### src/rtl/util_mw_clken_gen.sv
// Purpose: NUM_CH phase-aligned clock-enable strobes on clk, each with a runtime integer divide ratio.
// Latency: strobe after D enabled edges from a restart; ce_out registered, align_out is combinational from registers.
// Backpressure: none; strobe/config block only. enable stalls counters, sync/div_load restart them.
module util_mw_clken_gen #(
  parameter int          NUM_CH     = 4,
  parameter int          DIV_WIDTH  = 16,
  parameter int unsigned RESET_DIV  = 1,
  parameter string       CLKIN_FREQ = "100.0"
) (
  input  logic                          clk,
  input  logic                          resetn,
  input  logic                          enable,
  input  logic                          sync,
  input  logic                          div_load,
  input  logic [NUM_CH*DIV_WIDTH-1:0]   div_in,
  output logic [NUM_CH-1:0]             ce_out,
  output logic                          align_out,
  output logic [NUM_CH*DIV_WIDTH-1:0]   div_active
);

  // CLKIN_FREQ is documentation only: it records the clk frequency the
  // ratios were chosen for and never reaches the logic.

  localparam logic [DIV_WIDTH-1:0] RESET_DIV_W = DIV_WIDTH'(RESET_DIV);
  localparam logic [DIV_WIDTH-1:0] ONE_W       = DIV_WIDTH'(1);

  // Per-channel phase counters; each stays within 0..D-1.
  logic [DIV_WIDTH-1:0] cnt      [NUM_CH];
  // Per-channel view of the applied ratio and its terminal count.
  logic [DIV_WIDTH-1:0] div_ch   [NUM_CH];
  logic [DIV_WIDTH-1:0] term_cnt [NUM_CH];
  logic                 ch_on    [NUM_CH];

  // Slice the packed ratio register into channels and precompute D-1.
  // Comparing against D-1 before incrementing means the maximum ratio
  // never needs a counter value beyond the register width.
  always_comb begin
    for (int i = 0; i < NUM_CH; i++) begin
      div_ch[i]   = div_active[i*DIV_WIDTH +: DIV_WIDTH];
      term_cnt[i] = div_ch[i] - ONE_W;
      ch_on[i]    = (div_ch[i] != '0);
    end
  end

  // Active ratio register: reloads from div_in on request, regardless of enable.
  always_ff @(posedge clk or negedge resetn) begin
    if (!resetn) begin
      div_active <= {NUM_CH{RESET_DIV_W}};
    end else if (div_load) begin
      div_active <= div_in;
    end
  end

  // Counters and strobes. A reload or sync restarts every channel; a
  // ratio of zero parks the channel; enable low freezes the phase but
  // still drops the strobe so no enable pulse leaks through a pause.
  // resetn is expected to be released synchronously to clk upstream.
  always_ff @(posedge clk or negedge resetn) begin
    if (!resetn) begin
      for (int i = 0; i < NUM_CH; i++) begin
        cnt[i] <= '0;
      end
      ce_out <= '0;
    end else begin
      for (int i = 0; i < NUM_CH; i++) begin
        if (div_load || sync) begin
          cnt[i]    <= '0;
          ce_out[i] <= 1'b0;
        end else if (!ch_on[i]) begin
          cnt[i]    <= '0;
          ce_out[i] <= 1'b0;
        end else if (!enable) begin
          ce_out[i] <= 1'b0;
        end else if (cnt[i] == term_cnt[i]) begin
          cnt[i]    <= '0;
          ce_out[i] <= 1'b1;
        end else begin
          cnt[i]    <= cnt[i] + ONE_W;
          ce_out[i] <= 1'b0;
        end
      end
    end
  end

  // Alignment: every active channel strobing together; never high with no
  // active channel.
  always_comb begin
    logic any_on;
    logic all_ce;
    any_on = 1'b0;
    all_ce = 1'b1;
    for (int i = 0; i < NUM_CH; i++) begin
      if (ch_on[i]) begin
        any_on = 1'b1;
        if (!ce_out[i]) begin
          all_ce = 1'b0;
        end
      end
    end
    align_out = any_on & all_ce;
  end

endmodule

### config.mk
export PLATFORM = sky130hd
export DESIGN_NAME = util_mw_clken_gen
export DESIGN_NICKNAME = d
export VERILOG_FILES = /design/src/rtl/util_mw_clken_gen.sv
export SDC_FILE = /design/constraint.sdc
export NUM_CORES = 1
export LEC_CHECK = 0
export CELL_PAD_IN_SITES_DETAIL_PLACEMENT = 0
export CELL_PAD_IN_SITES_GLOBAL_PLACEMENT = 1
export CORE_MARGIN = 2
export CORE_UTILIZATION = 38
export CTS_BUF_LIST = sky130_fd_sc_hd__clkbuf_4
export DETAILED_ROUTE_END_ITERATION = 16
export GPL_ROUTABILITY_DRIVEN = 0
export PLACE_DENSITY = 0.89
export SETUP_SLACK_MARGIN = 0.5
export SYNTH_ARGS = -nofsm -noshare
export SYNTH_HDL_FRONTEND = slang
export SYNTH_SLANG_ARGS = --single-unit
export TNS_END_PERCENT = 100
### constraint.sdc
create_clock -name clk -period 3.1 [get_ports clk]
set_input_delay 0.465 -clock clk [delete_from_list [all_inputs] [get_ports clk]]
set_output_delay 0.465 -clock clk [all_outputs]
set_load 0.005 [all_outputs]
* After elaboration in Yosys (flattened, before gate mapping)
Cells that the tools add are included.
Cells by class: reductions and logical operators 5, bitwise logic cells 1, add/subtract/negate cells 8, muxes and demuxes 44, eq/ne operators 8
Operator list (number):
- $mux W16 | 16
- $add A16 B1 Y16 const B | 4
- $eq A16 B16 Y1 | 4
- $reduce_bool A16 Y1 | 4
- $sub A16 B1 Y16 const B | 4
- $mux W1 | 28
- $ne A3 B2 Y1 const B | 4
- $and A1 B1 Y1 | 1
- $logic_or A1 B1 Y1 | 1
Word-level totals: word-level logic and storage cells 72, bits in registers 132

* Logic depth before layout (Yosys ltp)
depth in word-level cells 9, mapped depth 12, mapped depth without buffers 10

* Least setup slack after synthesis
Ideal clock, no wire load.
kind flip-flop to flip-flop, from reg div_active[49], to reg cnt[2] in the netlist's numbering, buffers on the path 1, path slack 0.122 ns, library setup time 0.079 ns, data arrival time 2.898 ns, stages on the path, launching flop included 12, cells stage by stage dfrtp_1 inv_1 ha_1 or4b_1 nor4_2 mux2_2 mux2i_1 o21ai_0 a31oi_1 clkbuf_1 nand2_1 mux2i_1
Between the ends: longest elaborated chain between the ends 6, elaborated cells on any way between the ends 8
RTL lines:
- start: declaration | line 18 | output logic [NUM_CH*DIV_WIDTH-1:0] div_active
- start signal: assignment | line 48 | div_active <= {NUM_CH{RESET_DIV_W}};
- start signal: assignment | line 50 | div_active <= div_in;
- $sub A16 B1 Y16 | line 40 | term_cnt[i] = div_ch[i] - ONE_W;
- $eq A16 B16 Y1 | line 74 | end else if (cnt[i] == term_cnt[i]) begin
- $mux W16 | line 74
- $mux W16 | line 72 | end else if (!enable) begin
- $mux W16 | line 69 | end else if (!ch_on[i]) begin
- $mux W16 | line 66 | if (div_load || sync) begin
- end signal: indexed assignment | line 78 | cnt[i] <= cnt[i] + ONE_W;
- end: declaration | line 28 | logic [DIV_WIDTH-1:0] cnt [NUM_CH];
Several ways; a longest one is shown, not always the timed one. The select of a mux whose other input is x is not followed. A chain may end at the register's enable or synchronous reset.

* Final worst setup path
from reg div_active[49], to reg cnt[14] in the netlist's numbering
Same word-level chain as after synthesis.

==> reports/results.tsv <==
metric	value	unit
status	finished, final reports clean	
synthArstFlopShare	100	%
finalWorstSetupSlack	25.9	ps
ys_warn_count	0	
hpwl	16400	µm
rr_worst_depth	12	
swShare	29.9	%
nets	1209	
post-route-period-util	99.2	%
area_growth	42.0	%
fin_crit	3070	ps
synth_nets	979	
die-area	23100	µm²
ys_seq_area_share	39.8	%
coreArea	21600	µm²
setup_viol	0	
max_freq	325	MHz
tritoncts	built	
clk_path_buf_depth	2	
instances_no_fill	1427	
vias_per_cell	5.47	
fin_hold_ws	315	ps
num_rows	54	
htree_levels	4	
io_pins	138	
grt_pass1_vias	7481	
dp_cells	1356	
max_slew_margin	26.8	%
drv_slew	0	
cts_buffers	17	
io_buffers	137	
hold_viol_final	0	
worstHoldPathType	input pin to register	
antenna_found_initial	2	
pre_cts_ws	-54.9	ps
antenna_left	0	
die_w	152	µm
grt_max_degree	74	
max_stage_delay	510	ps
seqPwrFrac	45.2	%
r2r_start	div_active[49]	
skew	24.8	ps
drive_above_1_share	29.5	%
ir_drop	0.271	mV
initial_core_util	38.4	%
critPathLaunchType	register	
combPwrFrac	25.4	%
cap_violations	0	
dr.pass1.iters	6	
ys_types	74	
grt_usage	20.1	%
critPathKind	register to register	
crit_slowest_cell	or4_4	
ys_seq_elements	132	
rsz0062_at_grt	true	
setup_tns	0	ps
grt_overflow	0	
regToRegEndpoint	cnt[14]	
die_h	152	µm
postSynthAreaPerCell	9.21	µm²
p_total	0.00424	W
syn_inst	902	
finalWirelength	23600	µm
root_buffer	clkbuf_4	
wire_per_inst	16.6	µm
power_switching	0.00127	W
dr.first_iter.drc_count	488	
crit_chain	inv_2 -> ha_4 -> or4b_4 -> nor3_4 -> buf_4 -> xnor2_1 -> or4_4 -> a211oi_4 -> a31oi_4 -> buf_12 -> and3_4 -> a221o_1	
cellInternalPower	0.00297	W
cp.arrival	3530	ps
hold_end	div_active[0]	
synth_edf_count	0	
syn_area	8310	µm²
regToRegSetupSlack	30	ps
cts.clk_slew.worst_paths	130	ps
pwr-share-clk	29.3	%
via_count	7801	
p_leak	4.86	nW
synth_ff_type	dfrtp_1	
remaining_drc_errors	0	
holdPathStages	3	
crit_fanout	13	
clock_latency	570	ps
hp-start	div_load	
grt_pass1_wl	38300	µm
p_per_area	359	nW/µm²
cts.sinks	132	
critical_path_required	3560	ps
max_slew.worst_pin.slew	1090	ps
crit_path_end_kind	register	
==> cell families (layout without fill, tap and decap cells) <==
kind of cell / count (synthesis) / count (layout) / share of synthesized area, %
AO/OA/AOI/OAI: 153 / 156 / 12.6
XOR/XNOR: 78 / 78 / 8.22
adder cells (fa/ha/maj): 8 / 8 / 1.20
buffers and inverters: 67 / 307 / 3.12
flip-flops: 132 / 132 / 39.8
multiplexers: 74 / 74 / 9.80
other: 0 / 2 / 0
AND/OR/NAND/NOR: 390 / 390 / 25.2
==> power groups by stage <==
stage / Combinational [W] / Sequential [W] / Clock [W]
6_report: 0.00108 / 0.00192 / 0.00124
3_5_place_dp: 0.000952 / 0.00195 / 0
5_1_grt: 0.00117 / 0.00193 / 0.00136
2_1_floorplan: 0.000413 / 0.00197 / 0
4_1_cts: 0.00104 / 0.00192 / 0.00128
3_3_place_gp: 0.000940 / 0.00194 / 0
==> routing by layer <==
layer | share of wire [%] | GRT usage (%) | vias to the layer above
met1 | 45 | 26.4 | 3837
li1 | - | - | 3756
met4 | 1.9 | 6.14 | 0
met2 | 50 | 34.0 | 181
met5 | 0 | 0 | -
met3 | 3.6 | 3.54 | 27
==> synth_stat cells, drive strengths merged (8+ instances only) <==
cell type	number	area share [%]
inv	31	1.4
or2	13	0.98
a22o	8	0.84
dfrtp	128	39
nor4	14	1.2
nand4	11	0.83
xnor2	49	5.2
and3	32	2.4
nand2	88	4.0
mux2	59	8.0
nor2b	14	1.1
o31ai	10	0.90
clkbuf	26	1.2
or4	10	0.95
nand2b	14	1.1
a21oi	24	1.5
nor2	53	2.4
or3	10	0.75
xor2	29	3.1
nand3	54	3.3
a221o	12	1.4
nor3	39	2.5
mux2i	15	1.8
o21ai	50	3.0
buf	10	0.54
ha	8	1.2
a31oi	8	0.60
==> layout make-up <==
class,instances,area (µm²)
Sequential cell,132,3310
Multi-Input combinational cell,706,5400
Clock buffer,18,135
Clock inverter,14,164
Timing Repair Buffer,244,2310
Fill cell,1889,9820
Inverter,31,119
Antenna cell,2,5.00
Tap cell,280,350
==> worst max-delay path: cells and delay by family, from the launching register on <==
family	cells	cell delay (ps)
buffers and inverters	3	390
DFF	1	410
xor gates and xnor gates	1	60
AOI/OAI and AO/OA	3	690
and+or+nand+nor	4	1300
adders and majority gates	1	130
==> sequential cells by signal (all words and copies together), names as in the netlist <==
signal	count
div_active	64
cnt	64
ce_out	4
==> stage by stage <==
step                      utilization [%]  area (µm²)
after CTS                            52.9       11400
after global placement               48.8       10600
after floorplan                         -        8470
after global routing                 54.6       11800
after detailed placement             48.8       10600
final                                54.6       11800
==> placed cells by master (no fill, tap or decap), types with 5 or more instances in the layout <==
cell type	n
a21o_1	5
a21oi_1	6
a21oi_2	17
a221o_1	12
a22o_1	8
and2_1	5
and3_1	27
and3_4	5
buf_4	80
buf_6	23
clkbuf_4	18
clkdlybuf4s50_1	134
clkinvlp_4	5
dfrtp_1	126
ha_1	5
inv_1	26
mux2_2	57
mux2i_1	14
nand2_1	84
nand2b_1	14
nand3_1	48
nand3_2	6
nand3b_1	6
nand4_1	11
nor2_1	48
nor2b_1	14
nor3_1	30
nor3_2	7
nor4_1	9
o211ai_1	5
o21ai_0	21
o21ai_1	15
o21ai_2	13
o31ai_1	8
or2_2	11
or3_1	8
or4_4	8
xnor2_1	48
xor2_1	29
==> worst max path at each step <==
stage | from | to | slack (ps)
detailed placement | div_active[19] | cnt[34] | -50
finish | div_active[49] | cnt[14] | 30
global route | div_active[17] | align_out | -130
CTS | div_active[49] | align_out | -50
floorplan | div_active[49] | cnt[12] | 250
global placement | div_active[19] | cnt[34] | 10
==> repair_timing <==
item                                    in CTS  in global routing
pin swaps                                   26                 19
hold endpoints to repair                    69                  0
setup buffers                               21                  9
gates resized for setup                    108                 52
endpoints found under the setup margin      64                 69
cloned                                       3                  3
hold buffers                                 1                  0
(Power assumes the default switching activity.)
